--- src/rtl/pipelined_barrel_shifter.sv ---
// Pipelined logical/arithmetic/rotate shifter. Stage k applies a shift of
// 2^k when bit k of the shift amount is set, so the pipeline is SHW stages
// deep and accepts one operation per cycle.
//
// Handshake: a transfer happens on a rising edge where valid && ready are
// both high. The producer holds valid and payload steady until that edge;
// ready may depend combinationally on the downstream ready, never on valid.
module pipelined_barrel_shifter #(
  parameter int WIDTH = 32,
  parameter int SHW   = $clog2(WIDTH),
  parameter int TAG_W = 5
) (
  input  logic             clock,
  input  logic             reset,
  input  logic             in_valid,
  output logic             in_ready,
  input  logic [WIDTH-1:0] in_data,
  input  logic [SHW-1:0]   in_shamt,
  input  logic [1:0]       in_mode,
  input  logic [TAG_W-1:0] in_tag,
  output logic             out_valid,
  input  logic             out_ready,
  output logic [WIDTH-1:0] out_data,
  output logic [TAG_W-1:0] out_tag
);

  localparam logic [1:0] MODE_SLL = 2'b00;
  localparam logic [1:0] MODE_SRL = 2'b01;
  localparam logic [1:0] MODE_SRA = 2'b10;
  localparam logic [1:0] MODE_ROL = 2'b11;

  // Stage registers; index SHW-1 is the output register.
  logic             stg_valid [SHW];
  logic [WIDTH-1:0] stg_data  [SHW];
  logic [SHW-1:0]   stg_shamt [SHW];
  logic [1:0]       stg_mode  [SHW];
  logic [TAG_W-1:0] stg_tag   [SHW];

  // Inputs feeding each stage (stage 0 from the ports, others from predecessor).
  logic             src_valid [SHW];
  logic [WIDTH-1:0] src_data  [SHW];
  logic [SHW-1:0]   src_shamt [SHW];
  logic [1:0]       src_mode  [SHW];
  logic [TAG_W-1:0] src_tag   [SHW];

  // Value each stage loads on an advancing edge.
  logic [WIDTH-1:0] nxt_data  [SHW];

  logic advance;

  // One fixed-distance shift in the selected mode. SRA keeps the MSB, so the
  // original sign bit survives every intermediate stage.
  function automatic logic [WIDTH-1:0] shift_step(
    input logic [WIDTH-1:0] d,
    input logic [1:0]       m,
    input int unsigned      s
  );
    logic [WIDTH-1:0] r;
    r = d;
    case (m)
      MODE_SLL: r = d << s;
      MODE_SRL: r = d >> s;
      MODE_SRA: r = $signed(d) >>> s;
      MODE_ROL: r = (d << s) | (d >> (WIDTH - s));
      default:  r = d;
    endcase
    return r;
  endfunction

  // Global stall: the whole pipe moves only when the output slot frees up.
  assign advance   = !stg_valid[SHW-1] || out_ready;
  assign in_ready  = advance;
  assign out_valid = stg_valid[SHW-1];
  assign out_data  = stg_data[SHW-1];
  assign out_tag   = stg_tag[SHW-1];

  // Route each stage's source and apply its conditional 2^k shift.
  always_comb begin
    src_valid[0] = in_valid;
    src_data[0]  = in_data;
    src_shamt[0] = in_shamt;
    src_mode[0]  = in_mode;
    src_tag[0]   = in_tag;
    for (int k = 1; k < SHW; k++) begin
      src_valid[k] = stg_valid[k-1];
      src_data[k]  = stg_data[k-1];
      src_shamt[k] = stg_shamt[k-1];
      src_mode[k]  = stg_mode[k-1];
      src_tag[k]   = stg_tag[k-1];
    end
    for (int k = 0; k < SHW; k++) begin
      nxt_data[k] = src_data[k];
      if (src_shamt[k][k]) begin
        nxt_data[k] = shift_step(src_data[k], src_mode[k], 32'd1 << k);
      end
    end
  end

  // Pipeline registers: clear on reset, shift forward together on advance.
  always_ff @(posedge clock) begin
    if (reset) begin
      for (int k = 0; k < SHW; k++) begin
        stg_valid[k] <= 1'b0;
        stg_data[k]  <= '0;
        stg_shamt[k] <= '0;
        stg_mode[k]  <= '0;
        stg_tag[k]   <= '0;
      end
    end else if (advance) begin
      for (int k = 0; k < SHW; k++) begin
        stg_valid[k] <= src_valid[k];
        stg_data[k]  <= nxt_data[k];
        stg_shamt[k] <= src_shamt[k];
        stg_mode[k]  <= src_mode[k];
        stg_tag[k]   <= src_tag[k];
      end
    end
  end

endmodule

--- config.mk ---
export PLATFORM = sky130hd
export DESIGN_NAME = pipelined_barrel_shifter
export DESIGN_NICKNAME = d
export VERILOG_FILES = /design/src/rtl/pipelined_barrel_shifter.sv
export SDC_FILE = /design/constraint.sdc
export NUM_CORES = 1
export LEC_CHECK = 0
export CAP_MARGIN = 0
export CELL_PAD_IN_SITES_DETAIL_PLACEMENT = 0
export CELL_PAD_IN_SITES_GLOBAL_PLACEMENT = 1
export CORE_MARGIN = 2
export CORE_UTILIZATION = 30
export CTS_BUF_LIST = sky130_fd_sc_hd__clkbuf_16
export DETAILED_ROUTE_END_ITERATION = 10
export PLACE_DENSITY = 0.64
export SLEW_MARGIN = 15
export SYNTH_ARGS = -nofsm -noshare
export SYNTH_HDL_FRONTEND = slang
export SYNTH_SLANG_ARGS = --single-unit
--- constraint.sdc ---
create_clock -name clock -period 9.82 [get_ports clock]
set_input_delay 2.455 -clock clock [delete_from_list [all_inputs] [get_ports clock]]
set_output_delay 2.455 -clock clock [all_outputs]
set_load 0.005 [all_outputs]
-- Word level (Yosys, flattened, before mapping)
Memory sizes are Yosys's and may differ from the RTL's.
Index checks and enable logic that the tools add are counted.
- bits in latches: 0
- bits in read-only memories: 0
- memories: 5
- register bits after elaboration: 0
- bits in writable memories: 225
- output and inout port bits: 39
- input port bits: 48
- logic and storage cells: 97
- memories (name ; depth ; width ; read ports ; clocked after Yosys merged registers in ; write ports ; line ; RTL):
    stg_data ; 5 ; 32 ; 5 ; 0 ; 5 ; 34 ; logic [WIDTH-1:0] stg_data [SHW];
    stg_shamt ; 5 ; 5 ; 4 ; 0 ; 5 ; 35 ; logic [SHW-1:0] stg_shamt [SHW];
    stg_tag ; 5 ; 5 ; 5 ; 0 ; 5 ; 37 ; logic [TAG_W-1:0] stg_tag [SHW];
    stg_mode ; 5 ; 2 ; 4 ; 0 ; 5 ; 36 ; logic [1:0] stg_mode [SHW];
    stg_valid ; 5 ; 1 ; 5 ; 0 ; 5 ; 33 ; logic stg_valid [SHW];
- multiply operators: 0
- add/subtract/negate cells: 0
- div/mod/pow operators: 0
- equal/unequal tests: 15
- shift-type cells: 0
- mux-type cells: 40
- reduce and logical (&&, ||, !) cells: 7
- bitwise gates (word level): 30
- $lt $le $gt $ge: 0
- operators by type and width (kind ; count):
    32-bit one-hot mux with 4 select lines ; 5
    32-bit 2-to-1 mux ; 10
    5-bit 2-to-1 mux ; 10
    32-bit by 1-bit OR with 32-bit output ; 1
    32-bit by 16-bit OR with 32-bit output ; 1
    32-bit by 2-bit OR with 32-bit output ; 1
    32-bit by 4-bit OR with 32-bit output ; 1
    32-bit by 8-bit OR with 32-bit output ; 1
    1-bit OR ; 25
    2-bit == test (second input constant) ; 10
    2-bit by 1-bit == test with 1-bit output (second input constant) ; 5
    2-bit logical NOT ; 5
    1-bit 2-to-1 mux ; 10
    2-bit 2-to-1 mux ; 5
    1-bit logical NOT ; 1
    1-bit logical OR ; 1

-- Logic depth before layout (Yosys ltp)
Gate-level depths: netlist of run 1.
- depth in word-level cells: 6
- mapped depth: 6
- depth with buffers taken out: 3

-- Worst setup path after synthesis of run 1
Ideal clock, no wire load.
- path type: input-to-reg
- from: input out_ready
- to: memory stg_data[0][0], enable pin
- data required time: 9.338 ns
- setup slack: 4.176 ns
- path buffers: 0
- cell stages on the path: 2
- library setup time: 0.482 ns
- arrival time: 5.162 ns
- cell sequence: nand2b_1 or2_2
- RTL lines (item ; line ; RTL):
    start: declaration ; 22 ; input logic out_ready,
    end: declaration ; 34 ;

-- Worst setup path in the final report of run 1
- from: input out_ready
- to: output in_ready
- longest elaborated chain between the ends: 1
- RTL lines (item ; line ; RTL):
    1-bit logical OR ; 71 ; assign advance = !stg_valid[SHW-1] || out_ready;
    end: declaration ; 16 ; output logic in_ready,
Every way passes these cells.

==> results of run 1 <==
layout by cell type, fill, tap and decap left out, types with 3 or more instances in the layout:
cell / Yosys / final
a211oi_1: 121 / 121
a211oi_2: 17 / 17
a22oi_1: 31 / 31
a31oi_1: 5 / 5
and2_1: 49 / 49
buf_4: 5 / 10
clkbuf_16: 0 / 27
clkdlybuf4s50_1: 0 / 85
clkinv_1: 1 / 6
edfxtp_1: 208 / 208
inv_1: 1 / 6
inv_6: 0 / 3
mux2_2: 16 / 16
mux2i_1: 98 / 98
nand2_1: 25 / 25
nand3_1: 4 / 4
nor2_1: 159 / 159
nor2b_1: 8 / 7
report_power, final:
group | switching [uW] | internal (uW) | total (uW)
clock | 350 | 550 | 900
combinational | 112 | 109 | 221
sequential | 43.8 | 1040 | 1080
cell type report:
| class | instances | area [um2] | area share |
|---|---|---|---|
| Multi-Input combinational cell | 558 | 3860 | 0.309 |
| Sequential cell | 208 | 6250 | 0.501 |
| Inverter | 2 | 7.51 | 0.000602 |
| Clock buffer | 27 | 676 | 0.0542 |
| Timing Repair Buffer | 97 | 958 | 0.0768 |
| Tap cell | 455 | 569 | 0.0456 |
| Clock inverter | 20 | 158 | 0.0126 |
worst paths after layout:
check | startpoint | endpoint | slack (ns) | cells after the start
hold reg to reg | stg_valid[0][1] | stg_valid[0][2] | 0.51 | 1
setup / recovery | out_ready | in_ready | 3.70 | 3
hold / removal | stg_valid[0][1] | stg_valid[0][2] | 0.51 | 1
setup reg to reg | stg_shamt[0][19] | stg_data[0][144] | 6.88 | 3
kinds of logic (layout without fill, tap and decap cells):
family / Yosys count / after routing / share of synthesized area
mux: 114 / 114 / 0.111
flops: 208 / 208 / 0.597
simple gates: 257 / 257 / 0.110
buf+inv: 75 / 146 / 0.0366
xor+xnor: 5 / 5 / 0.00849
compound gates: 182 / 182 / 0.137
sequential cells by signal, summed over array words and instances (netlist names):
name,cells
stg_mode,8
stg_data,160
stg_tag,25
stg_valid,5
stg_shamt,10
metal layers:
metal  part of all wire  GRT usage  vias up  wire length (um)
li1                   -          -     3308                 -
met1               0.48      0.154     2988              9590
met2               0.45      0.177      137              8990
met3              0.047     0.0217       31               943
met4              0.024     0.0313        0               480
met5                  0          0        -                 0
metrics by stage:
| step | hold slack [ns] | util | setup slack (ns) |
|---|---|---|---|
| 2_1_floorplan | 0.497 | - | 4.18 |
| 3_3_place_gp | 0.501 | 0.337 | 3.71 |
| 3_5_place_dp | 0.504 | 0.337 | 3.70 |
| 4_1_cts | 0.517 | 0.361 | 3.69 |
| 5_1_grt | 0.536 | 0.362 | 3.66 |
| 6_report | 0.515 | 0.362 | 3.70 |
cells in the mapped netlist (2+ instances only):
library cell  count  area (um2)
edfxtp_1        208        6250
nor2_1          159         597
a211oi_1        121         908
mux2i_1          98         981
and2_1           49         307
clkbuf_1         45         169
a22oi_1          31         233
nand2_1          25        93.8
a211oi_2         17         213
mux2_2           16         180
buf_2            14        70.1
nor2b_1           8        50.1
a31oi_1           5        31.3
buf_4             5        37.5
buf_6             5        56.3
nand3_1           4        20.0
nand2b_1          3        18.8
a21oi_1           2        10.0
a41oi_1           2        17.5
buf_1             2        7.51
nand3b_1          2        15.0
nand4_1           2        12.5
o21ai_0           2        10.0
xnor2_1           2        17.5
xnor2_4           2        55.1
==> results.json, run 1 <==
{
  "status": "finished clean",
  "critPathMaxFanout": 4,
  "gp_congestion": 0.728,
  "finalNonFillerCells": 1367,
  "vdd_ir_drop_max_v": 0.000113,
  "dp_hpwl_mm": 13.5,
  "rows": 68,
  "synthArstFlopShare": 0,
  "dieArea_mm2": 0.0364,
  "cts_sinks": 208,
  "syn-mean-instance-area_um2": 12.4,
  "stdcell_area_mm2": 0.0125,
  "hold_viol": 0,
  "htree_levels": 1,
  "max_freq_mhz": 164,
  "synth-seq-cells": 208,
  "critPathArrivalTime_ns": 3.66,
  "io_pins": 87,
  "tightest_slew_ns": 1.12,
  "postCtsHoldBufs": 0,
  "cts-root-buf": "clkbuf_16",
  "synth_fp_nets": 889,
  "drc_errors": 0,
  "dp_cells": 1319,
  "rsz0062_at_grt": "false",
  "finalSetupTns_ns": 0,
  "vias": 6464,
  "clk_latency_ns": 0.52,
  "cts_tree": "built",
  "ys_types": 37,
  "grt_util_all_layers": 0.111,
  "fin_nets": 941,
  "fin_skew_ns": 0.0211,
  "grt_pass1_vias": 6011,
  "dpl_cell_area_mm2": 0.0116,
  "cts_buffers": 26,
  "maxCapViolCount": 0,
  "grt_pass1_wl_mm": 33.0,
  "synth_ff_type": "edfxtp_1",
  "wl_per_cell_um": 14.6,
  "via_per_inst": 4.73,
  "coreArea_mm2": 0.0345,
  "endpoint_kind": "primary output",
  "cp_num_buf_inv": 2,
  "slowest_stage": "clkdlybuf4s50_1",
  "layout-drive-gt1-share": 0.101,
  "grt_max_degree": 97,
  "num-fill-cells": 3429,
  "yosysWarningCount": 0,
  "dieWidth_um": 191,
  "synth-edff-count": 208,
  "cp_top_family": "buffers and inverters",
  "hold_class": "reg -> reg",
  "initial_utilization": 0.304,
  "ys_seq_area_frac": 0.597,
  "syn_inst": 841,
  "clk_pin_slew_ns": 0.06,
  "leakage_uw": 0.00471,
  "synthToLayoutAreaGrowth_pct": 19.2,
  "dieHeight_um": 191,
  "layout_worst_path_cycle_share": 0.623,
  "drtPass1Iterations": 5,
  "dr.first_iter.drc_count": 313,
  "critPathMaxStageDelay_ns": 0.54,
  "antennaDiodeCount": 0,
  "antenna_found_initial": 0,
  "antenna_left": 0,
  "netlist_area_mm2": 0.0105,
  "final_max_slew_viol_count": 0,
  "cp-start-kind": "primary input",
  "total_power_uw": 2200,
  "cp_common_cell": "clkdlybuf4s50_1",
  "cts_setup_buffers": 0,
  "relSlewSlack": 0.250,
  "cts.path.max_buffers": 3,
  "setup_viol": 0,
  "critPathKind": "in -> out",
  "numPortBuffers": 86,
  "overflow": 0,
  "postCtsResizedCells": 0,
  "fin_crit_ns": 6.12,
  "p_per_area_mw_per_mm2": 177,
  "crit_required_ns": 7.37,
  "worstPathCellList": "clkdlybuf4s50_1 > nand2b_1 > clkdlybuf4s50_1",
  "routed_wl_mm": 20.0
}
Note: power is estimated with default switching activity, not from simulation.
==> run 2, diff against run 1 <==
--- a/config.mk
+++ b/config.mk
@@ -12,7 +12,7 @@
 export CORE_UTILIZATION = 30
 export CTS_BUF_LIST = sky130_fd_sc_hd__clkbuf_16
 export DETAILED_ROUTE_END_ITERATION = 10
-export PLACE_DENSITY = 0.64
+export PLACE_DENSITY = 0.66
 export SLEW_MARGIN = 15
 export SYNTH_ARGS = -nofsm -noshare
 export SYNTH_HDL_FRONTEND = slang
==> constraint.sdc (replaced) <==
create_clock -name clock -period 4.9 [get_ports clock]
set_input_delay 1.225 -clock clock [delete_from_list [all_inputs] [get_ports clock]]
set_output_delay 1.225 -clock clock [all_outputs]
set_load 0.005 [all_outputs]
==> results.json, run 2 (synthesis gave the netlist of run 1 again) <==
{
  "status": "finished clean",
  "cts_sinks": 208,
  "overflow": 0,
  "antenna_found_initial": 0,
  "tightest_slew_ns": 1.10,
  "layout_worst_path_cycle_share": 0.746,
  "largest_registers": "stg_data: 160 flops, stg_tag: 25 flops, stg_shamt: 10 flops",
  "final_common_cell": "edfxtp_1",
  "cp-start-kind": "primary input",
  "stdcell_area_mm2": 0.0125,
  "use_met1": 0.162,
  "globalRouteMet2Util": 0.178,
  "dieHeight_um": 191,
  "fin_crit_ns": 3.65,
  "grt_util_all_layers": 0.114,
  "layout-drive-gt1-share": 0.0998,
  "total_power_uw": 4340,
  "grt_pass1_wl_mm": 33.8,
  "dpl_cell_area_mm2": 0.0117,
  "drtPass1Iterations": 4,
  "grt_max_degree": 85,
  "hold_class": "reg -> reg",
  "top_register": "stg_data",
  "gr-max-usage-layer": "met2",
  "cp_top_family": "buffers and inverters",
  "hold_viol": 0,
  "rsz0062_at_grt": "false",
  "cp_num_buf_inv": 2,
  "critPathKind": "in -> out",
  "clk_pin_slew_ns": 0.06,
  "antenna_left": 0,
  "io_pins": 87,
  "slowest_stage": "clkdlybuf4s50_1",
  "cts.path.max_buffers": 3,
  "numPortBuffers": 86,
  "gp_congestion": 0.752,
  "antennaDiodeCount": 0,
  "critPathMaxStageDelay_ns": 0.54,
  "drc_errors": 0,
  "grtUsageMet3": 0.0202,
  "rows": 68,
  "htree_levels": 1,
  "endpoint_kind": "primary output",
  "clk_latency_ns": 0.52,
  "fin_nets": 942,
  "cts_setup_buffers": 0,
  "maxCapViolCount": 0,
  "setup_viol": 0,
  "vias": 6476,
  "cts_tree": "built",
  "wl_per_cell_um": 15.0,
  "leakage_uw": 0.00472,
  "synthToLayoutAreaGrowth_pct": 19.2,
  "final_max_slew_viol_count": 0,
  "crit_required_ns": 3.67,
  "cp_common_cell": "clkdlybuf4s50_1",
  "largest_register_ffs": 160,
  "dieWidth_um": 191,
  "vdd_ir_drop_max_v": 0.000215,
  "fin_util": 0.362,
  "dp_hpwl_mm": 13.7,
  "worstPathCellList": "clkdlybuf4s50_1 > nand2b_1 > clkdlybuf4s50_1",
  "cts_buffers": 24,
  "grt_pass1_vias": 6188,
  "dr.first_iter.drc_count": 274,
  "final_cell_mix": "208 x edfxtp_1, 159 x nor2_1, 121 x a211oi_1",
  "finalSetupTns_ns": 0,
  "critPathMaxFanout": 4,
  "via_per_inst": 4.74,
  "max_freq_mhz": 274,
  "critPathArrivalTime_ns": 2.43,
  "relSlewSlack": 0.270,
  "coreArea_mm2": 0.0345,
  "p_per_area_mw_per_mm2": 348,
  "postCtsResizedCells": 0,
  "dieArea_mm2": 0.0364,
  "postCtsHoldBufs": 0,
  "fin_skew_ns": 0.0163,
  "initial_utilization": 0.304,
  "cts-root-buf": "clkbuf_16",
  "routed_wl_mm": 20.5
}
==> run 2: per-stage QoR <==
| step | setup slack (ns) | hold WS, ns | cells |
|---|---|---|---|
| after floorplan | 0.486 | 0.497 | 841 |
| final | 1.25 | 0.509 | 1367 |
| after detailed placement | 1.24 | 0.505 | 1322 |
| after global placement | 1.24 | 0.503 | 1322 |
| after CTS | 1.24 | 0.515 | 1366 |
| after global routing | 1.18 | 0.535 | 1367 |
==> run 2: layout make-up <==
type / instances / area [um2]
Clock inverter: 20 / 171
Sequential cell: 208 / 6250
Inverter: 2 / 7.51
Multi-Input combinational cell: 558 / 3860
Timing Repair Buffer: 100 / 1020
Clock buffer: 24 / 601
Tap cell: 455 / 569
Fill cell: 3359 / 22000
==> run 2: final timing paths <==
kind	from	endpoint	slack, ns	depth (start not counted)
hold / removal	stg_shamt[0][9]	stg_shamt[0][14]	0.51	1
setup reg to reg	stg_shamt[0][19]	stg_data[0][151]	2.21	3
setup / recovery	out_ready	in_ready	1.25	3
hold reg to reg	stg_shamt[0][9]	stg_shamt[0][14]	0.51	1
==> run 2: metal layers <==
| metal | vias to the layer above | wire [um] |
|---|---|---|
| met3 | 32 | 909 |
| met1 | 3009 | 9960 |
| li1 | 3296 | - |
| met2 | 139 | 9180 |
| met4 | 0 | 442 |
| met5 | - | 0 |
==> run 2: report_power, final <==
group | switching [uW] | internal, uW | total, uW
Sequential | 92.6 | 2080 | 2170
Combinational | 224 | 221 | 445
Clock | 678 | 1040 | 1720
Total | 995 | 3340 | 4340
==> run 2: worst register-to-register path, stage by stage (launching register included) <==
cell	delay (ns)
edfxtp_1	0.76
clkinv_1	0.67
a21oi_2	0.78
a211oi_1	0.18
